`src/rtl/reg_ctrl_pkg.sv`:
```
// rtl/reg_ctrl_pkg.sv - shared types, default widths and byte-merge helper for reg_ctrl_multi
package reg_ctrl_pkg;

  typedef enum logic {IDLE = 1'b0, WAIT = 1'b1} rc_state_e;

  localparam int DEF_DATA_W    = 16;
  localparam int DEF_NUM_REGS  = 8;
  localparam int DEF_ADDR_W    = 8;
  localparam int DEF_READ_WAIT = 1;

  // Widest word the helper handles; callers zero-extend into it and keep the low DATA_W bits.
  localparam int MERGE_W = 256;

  function automatic logic [MERGE_W-1:0] merge_bytes(
    input logic [MERGE_W-1:0]   old_word,
    input logic [MERGE_W-1:0]   wdata,
    input logic [MERGE_W/8-1:0] wstrb,
    input logic [MERGE_W-1:0]   romask
  );
    logic [MERGE_W-1:0] res;
    res = old_word;
    for (int b = 0; b < MERGE_W / 8; b++) begin
      if (wstrb[b]) begin
        for (int k = 0; k < 8; k++) begin
          if (!romask[b*8+k]) res[b*8+k] = wdata[b*8+k];
        end
      end
    end
    return res;
  endfunction

endpackage

```
`src/rtl/reg_ctrl_multi.sv`:
```
// rtl/reg_ctrl_multi.sv - NUM_REGS x DATA_W register bank with byte strobes, RO mask, range error and read wait
module reg_ctrl_multi
  import reg_ctrl_pkg::*;
#(
  parameter int DATA_W    = DEF_DATA_W,
  parameter int NUM_REGS  = DEF_NUM_REGS,
  parameter int ADDR_W    = DEF_ADDR_W,
  parameter int READ_WAIT = DEF_READ_WAIT,
  parameter logic [NUM_REGS*DATA_W-1:0] RST_VAL = '0,
  parameter logic [NUM_REGS*DATA_W-1:0] RO_MASK = '0
) (
  input  logic                         clk,
  input  logic                         rst,
  input  logic                         sel,
  input  logic                         wr,
  input  logic [ADDR_W-1:0]            addr,
  input  logic [DATA_W-1:0]            wdata,
  input  logic [DATA_W/8-1:0]          wstrb,
  output logic [DATA_W-1:0]            rdata,
  output logic                         ready,
  output logic                         err,
  output logic [NUM_REGS*DATA_W-1:0]   regs_o
);

  localparam int IDX_W = (NUM_REGS > 1) ? $clog2(NUM_REGS) : 1;
  localparam int CNT_W = (READ_WAIT > 1) ? $clog2(READ_WAIT) : 1;
  localparam logic [CNT_W-1:0] CNT_LOAD = CNT_W'(READ_WAIT - 1);

  logic [DATA_W-1:0] r_regs [NUM_REGS];
  rc_state_e         r_state;
  logic [CNT_W-1:0]  r_cnt;
  logic [DATA_W-1:0] r_rdata;
  logic              r_ready;
  logic              r_err;

  logic                 w_in_range;
  logic [IDX_W-1:0]     w_idx;
  logic [DATA_W-1:0]    w_merged;
  logic [MERGE_W-1:0]   w_old_ext;
  logic [MERGE_W-1:0]   w_wdata_ext;
  logic [MERGE_W-1:0]   w_ro_ext;
  logic [MERGE_W/8-1:0] w_strb_ext;
  logic [MERGE_W-1:0]   w_merge_unused_hi;

  assign w_in_range = (32'(addr) < 32'(NUM_REGS));
  assign w_idx      = addr[IDX_W-1:0];

  always_comb begin
    w_old_ext   = '0;
    w_wdata_ext = '0;
    w_ro_ext    = '0;
    w_strb_ext  = '0;
    w_old_ext[DATA_W-1:0]     = r_regs[w_idx];
    w_wdata_ext[DATA_W-1:0]   = wdata;
    w_ro_ext[DATA_W-1:0]      = RO_MASK[w_idx*DATA_W +: DATA_W];
    w_strb_ext[DATA_W/8-1:0]  = wstrb;
    w_merge_unused_hi = merge_bytes(w_old_ext, w_wdata_ext, w_strb_ext, w_ro_ext);
    w_merged          = w_merge_unused_hi[DATA_W-1:0];
  end

  // IDLE always has ready=1, so sel in IDLE is an accepted access; sel in WAIT is dropped.
  always_ff @(posedge clk or posedge rst) begin
    if (rst) begin
      for (int i = 0; i < NUM_REGS; i++) r_regs[i] <= RST_VAL[i*DATA_W +: DATA_W];
      r_state <= IDLE;
      r_cnt   <= '0;
      r_rdata <= '0;
      r_ready <= 1'b1;
      r_err   <= 1'b0;
    end else begin
      case (r_state)
        IDLE: begin
          r_ready <= 1'b1;
          if (sel) begin
            r_err <= !w_in_range;
            if (wr) begin
              if (w_in_range) r_regs[w_idx] <= w_merged;
            end else begin
              r_rdata <= w_in_range ? r_regs[w_idx] : '0;
              r_state <= WAIT;
              r_ready <= 1'b0;
              r_cnt   <= CNT_LOAD;
            end
          end
        end
        WAIT: begin
          if (r_cnt == '0) begin
            r_state <= IDLE;
            r_ready <= 1'b1;
          end else begin
            r_cnt <= r_cnt - 1'b1;
          end
        end
        default: begin
          r_state <= IDLE;
          r_ready <= 1'b1;
        end
      endcase
    end
  end

  for (genvar g = 0; g < NUM_REGS; g++) begin : g_img
    assign regs_o[g*DATA_W +: DATA_W] = r_regs[g];
  end

  assign rdata = r_rdata;
  assign ready = r_ready;
  assign err   = r_err;

endmodule
```
`config.mk`:
```
export PLATFORM = sky130hd
export DESIGN_NAME = reg_ctrl_multi
export DESIGN_NICKNAME = d
export VERILOG_FILES = /design/src/rtl/reg_ctrl_pkg.sv /design/src/rtl/reg_ctrl_multi.sv
export SDC_FILE = /design/constraint.sdc
export NUM_CORES = 1
export LEC_CHECK = 0
export ABC_AREA = 1
export BUFFER_PORTS_ARGS = -buffer_cell sky130_fd_sc_hd__buf_2
export CAP_MARGIN = 20
export CORE_MARGIN = 1
export CORE_UTILIZATION = 49
export DETAILED_ROUTE_END_ITERATION = 10
export PLACE_DENSITY = 0.78
export REMOVE_ABC_BUFFERS = 1
export SYNTH_ARGS = -nofsm -noshare
export SYNTH_HDL_FRONTEND = slang
export SYNTH_SLANG_ARGS = --single-unit
```
`constraint.sdc`:
```
create_clock -name clk -period 5.65 [get_ports clk]
set_input_delay 1.695 -clock clk [delete_from_list [all_inputs] [get_ports clk]]
set_output_delay 1.695 -clock clk [all_outputs]
set_load 0.1 [all_outputs]
```
==> results.yml, run 1 <==
critical_path:
  critical_path.startpoint_type: "input port"
  r2r_cells: 8
  cp_max_fo: 51
  worstPathArrival_ns: 3.77
  crit_start: "addr[0]"
  crit_type: "input port to flip-flop"
  reg2reg_to: "regs_o[47]"
  r2r-start: "r_state"
  critPathRequiredTime_ns: 5.96
  crit_path_end_kind: "flip-flop"
  r2r_setup_slack_ns: 3.59
clock_tree:
  cts_setup_buffers: 0
  cts_buffer_depth: 2
  clkTransAtPathRegs_ns: 0.06
  cts_resized: 0
  clk_latency_ns: 0.43
  h-tree-depth: 4
  cts_tree: "built"
  cts_made_buffers: 17
  cts_hold_buf: 0
  cts-root-buf: "clkbuf_16"
  cts.sinks: 147
sta:
  tns_ns: 0
  final.setup.worst_slack_ns: 2.190
  slew_violations: 0
  hold_violations: 0
  tightest_slew_ns: 0.9896
  whs_ns: 0.4806
  slew_headroom_pct: 34.03
  min_period_ns: 3.460
  min_period_over_period_pct: 61.24
  clock.fmax_ghz: 0.2890
  fin_skew_ns: 0.01171
  rsz0062_at_grt: "false"
  setup_viol: 0
global_route:
  antenna_found_initial: 0
  grtUsageTotal_pct: 32.26
  overflow: 0
  grt_max_degree: 106
  grt_pass1_vias: 7212
  grt_pass1_wl_um: 39060
detailed_routing:
  avgViaCountPerCell: 5.428
  met3WireLength_um: 2720
  postRouteAntennaNets: 0
  drt_iter0_drc: 800
  top_layer: "met4"
  drtPass1Iterations: 6
  route.layer.met1.wl_um: 9996
  drc: 0
  drt_wl_total_um: 25370
  routedWlPerCell_um: 17.66
  num_vias: 7800
  dr_wl_met2_um: 11640
synthesis:
  ys_seq_area_share_pct: 47.96
  avgSynthCellArea_um2: 7.164
  synth_seq_cells: 147
  ys_types: 22
  syn_inst: 1071
  synth_area_um2: 7672
  ys_warn_count: 0
floorplan:
  dieArea_um2: 16160
  die_width_um: 127.1
  std_cell_rows: 45
  ios: 176
  coreArea_um2: 15260
  start_util_pct: 50.28
  die_h_um: 127.1
hold_path:
  min_from: "rdata[12]"
  holdPathStages: 2
  hold_end: "rdata[12]"
  hp-class: "flip-flop to flip-flop"
placement:
  dp_slack_ns: 1.860
  place.port_buffers: 175
  hpwl_um: 15630
  gp_congestion: 0.8591
outcome:
  run_status: "finished clean"
power_and_ir_drop:
  clock_power_share_pct: 44.8
  comb_power_share_pct: 14.4
  p_leak_nw: 5.436
  power_density_nw_per_um2: 292.4
  switching_share_pct: 29.08
  p_int_mw: 1.904
  p_sw_uw: 780.8
  peakVddDrop_uv: 205.8
  seqPwrFrac_pct: 40.9
  total_power_mw: 2.685
finish:
  area_growth_pct: 19.67
  antennaDiodeCount: 0
  drive_gt1_share_pct: 20.96
  fillCellCount: 1406
  finalNetCount: 1244
  seq_area_um2: 3680
  multi_input_comb_area_um2: 3161
job:
  maxCapViolCount: 0
==> worst max-delay path by stage <==
stage            endpoint  slack (ns)  depth (start not counted)
2_1_floorplan         err       0.005                          1
3_3_place_gp   regs_o[74]        1.88                         10
3_5_place_dp   regs_o[42]        1.86                         10
4_1_cts        regs_o[42]        2.25                         10
5_1_grt        regs_o[32]        2.00                         10
6_report       regs_o[42]        2.19                         10
==> placed cells by master (no fill, tap or decap), drive strengths merged <==
master and instances:
clkinv 4, nor2 32, buf 182, clkbuf 23, dfrtp 146, o21ai 16, or2 16, nand2 471
clkinvlp 1, inv 137, nor3 1, a21oi 1, nand3 191, dfstp 1, and2 1, bufinv 3
==> power by group through the flow <==
stage | clock network (mW) | registers [mW] | logic [mW]
floorplan | 0 | 1.27 | 0.128
global placement | 0 | 1.11 | 0.378
detailed placement | 0 | 1.11 | 0.382
CTS | 1.20 | 1.10 | 0.384
global route | 1.25 | 1.10 | 0.411
finish | 1.20 | 1.10 | 0.386
==> state kept, by name (all words and copies together), names as in the netlist <==
name     cells
err          1
regs_o     128
r_state      1
rdata       16
ready        1
==> layout make-up <==
| class | count | share of cell area, % |
|---|---|---|
| clock buffers | 23 | 5.533 |
| flip-flops and latches | 147 | 40.08 |
| repair buffers | 182 | 10.11 |
| well taps | 211 | 2.875 |
| clock inverters | 8 | 1.322 |
| multi-input cells | 729 | 34.42 |
| inverters | 137 | 5.655 |
==> through the flow <==
stage / instances / instance area [µm²] / util, %
after floorplan: 1013 / 7350 / -
after global placement: 1406 / 8552 / 56.05
after detailed placement: 1406 / 8552 / 56.05
after CTS: 1437 / 9181 / 60.17
after global routing: 1437 / 9181 / 60.17
final: 1437 / 9181 / 60.17
==> cell families (layout without fill, tap and decap cells) <==
group                  count (synthesis)  count (layout)  share of synthesized area [%]
buffers and inverters                195             350                          10.91
DFF                                  147             147                          47.96
and+or+nand+nor                      712             712                          40.02
AOI/OAI and AO/OA                     17              17                          1.109
==> cells in the mapped netlist <==
master	count	share of area, %
buf_2	15	0.98
nand3_4	1	0.23
o21ai_0	16	1.0
buf_1	18	0.88
nor2_4	10	1.5
clkbuf_1	7	0.34
buf_4	13	1.3
nor2_1	20	0.98
dfstp_2	1	0.34
inv_1	133	6.5
nand3_1	190	12
and2_1	1	0.082
a21oi_1	1	0.065
nor2_2	2	0.16
nor3_2	1	0.13
inv_2	3	0.15
buf_6	5	0.73
clkinv_1	1	0.049
or2_2	16	1.3
nand2_2	7	0.57
nand2_1	464	23
dfrtp_1	146	48
==> layer usage <==
layer,track usage [%],vias to the layer above
met4,16.18,0
li1,-,3564
met1,42.74,3684
met2,50.48,464
met5,0,-
met3,6.700,88
==> critical path: stages <==
cell and delay (ns):
buf_2 0.11, inv_2 0.69, buf_4 0.39, nand2_1 0.08, nand3_1 0.08, nand2_1 0.08, nor2_1 0.15, nand2_1 0.22
nand3_1 0.16, nand2_1 0.07
(Power assumes the default switching activity.)
==> inputs of run 2 (changes only) <==
- clock period: 5.65 -> 2.85 ns (I/O delays scaled with it)
==> run 2 against run 1 <==
  * Via count about the same
  * Clock power increased by 100%
  * Core utilization increased by 1.3 points
  * First-iteration DRC count increased by 9.8%
  * Sequential power increased by 97%
  * Critical path depth decreased by 9
  * Sequential share of layout area decreased by 0.82 points
  * Die area unchanged
==> results.yml, run 2 (synthesis gave the netlist of run 1 again) <==
outcome:
  run_status: "finished clean"
sta:
  rsz0062_at_grt: "false"
  min_period_ns: 2.199
  fin_skew_ns: 0.005752
  hold_violations: 0
  clock.fmax_ghz: 0.4547
  slew_violations: 0
  tightest_slew_ns: 0.8305
  setup_viol: 0
  slew_headroom_pct: 44.50
  whs_ns: 0.4762
  min_period_over_period_pct: 77.16
placement:
  place.port_buffers: 175
  hpwl_um: 16110
  gp_congestion: 0.8894
  placed_area_um2: 8735
critical_path:
  r2r-start: "r_state"
  cp_max_fo: 1
  reg2reg_to: "regs_o[84]"
  r2r_cells: 8
  critical_path.startpoint_type: "flip-flop"
  critPathRequiredTime_ns: 2.00
  crit_type: "flip-flop to output port"
  critPathTopFamily: "flip-flops"
  cp_num_buf_inv: 1
  r2r_setup_slack_ns: 0.92
  critPathSlowestCell: "dfstp_2"
  crit_chain: "buf_2"
  crit_path_end_kind: "output port"
  critical-path-max-stage-delay_ns: 0.51
  worstPathArrival_ns: 1.34
floorplan:
  coreArea_um2: 15260
  ios: 176
  die_h_um: 127.1
  start_util_pct: 50.28
  die_width_um: 127.1
  dieArea_um2: 16160
  std_cell_rows: 45
clock_tree:
  cts_made_buffers: 17
  h-tree-depth: 4
  cts_tree: "built"
  cts.sinks: 147
  clkTransAtPathRegs_ns: 0.06
  clk_latency_ns: 0.43
  cts-root-buf: "clkbuf_16"
  cts_resized: 0
  cts_buffer_depth: 2
  cts_setup_buffers: 0
  cts_hold_buf: 0
detailed_routing:
  drt_iter0_drc: 878
  routedWlPerCell_um: 17.41
  avgViaCountPerCell: 5.342
  drtPass1Iterations: 5
  postRouteAntennaNets: 0
  drc: 0
  drt_wl_total_um: 25400
  num_vias: 7794
power_and_ir_drop:
  peakVddDrop_uv: 450.4
  power_density_nw_per_um2: 574.0
  total_power_mw: 5.380
  p_leak_nw: 5.550
finish:
  largest_register_ff_count: 128
  fillCellCount: 1375
  drive_gt1_share_pct: 22.20
  area_growth_pct: 22.16
  seq_area_um2: 3680
  final_util_pct: 61.43
  antennaDiodeCount: 0
  finalNetCount: 1265
  final_cell_mix: "464 x nand2_1, 190 x nand3_1, 175 x buf_2"
  postLayoutCellArea_um2: 9373
  final_common_cell: "nand2_1"
  multi_input_comb_area_um2: 3161
global_route:
  grt_pass1_wl_um: 39250
  grt_max_degree: 57
  overflow: 0
  grtUsageTotal_pct: 32.56
  antenna_found_initial: 0
  grt_pass1_vias: 7118
hold_path:
  hp-class: "input port to asynchronous set/reset pin"
job:
  maxCapViolCount: 0
run 2: metal layers:
metal	up-vias	part of all wire (%)	track usage [%]
li1	3596	-	-
met1	3614	39	42.94
met2	498	46	51.36
met3	86	10	5.988
met4	0	4.1	17.23
met5	-	0	0
run 2: worst max path at each step:
stage	start	endpoint	slack (ns)	depth (start not counted)
2_1_floorplan	rst	err	-1.95	1
3_3_place_gp	addr[2]	regs_o[7]	0.41	10
3_5_place_dp	addr[3]	regs_o[69]	0.35	7
4_1_cts	ready	ready	0.64	1
5_1_grt	ready	ready	0.63	1
6_report	ready	ready	0.65	1
run 2: per-stage QoR:
step,cells,setup TNS (ns),setup WS [ns]
6_report,1459,0,0.6509
4_1_cts,1459,0,0.6396
3_5_place_dp,1427,0,0.3476
3_3_place_gp,1427,0,0.4137
5_1_grt,1459,0,0.6295
2_1_floorplan,1013,-286.26,-1.955
run 2: final cells by class:
class / count / area share (%)
inverters: 137 / 5.540
clock buffers: 23 / 5.206
multi-input cells: 729 / 33.72
flip-flops and latches: 147 / 39.26
well taps: 211 / 2.817
clock inverters: 9 / 1.602
repair buffers: 203 / 11.85
run 2: power breakdown:
| part | internal (mW) | switching (mW) |
|---|---|---|
| combinational | 0.145 | 0.636 |
| clock | 1.55 | 0.871 |
| sequential | 2.13 | 0.0410 |
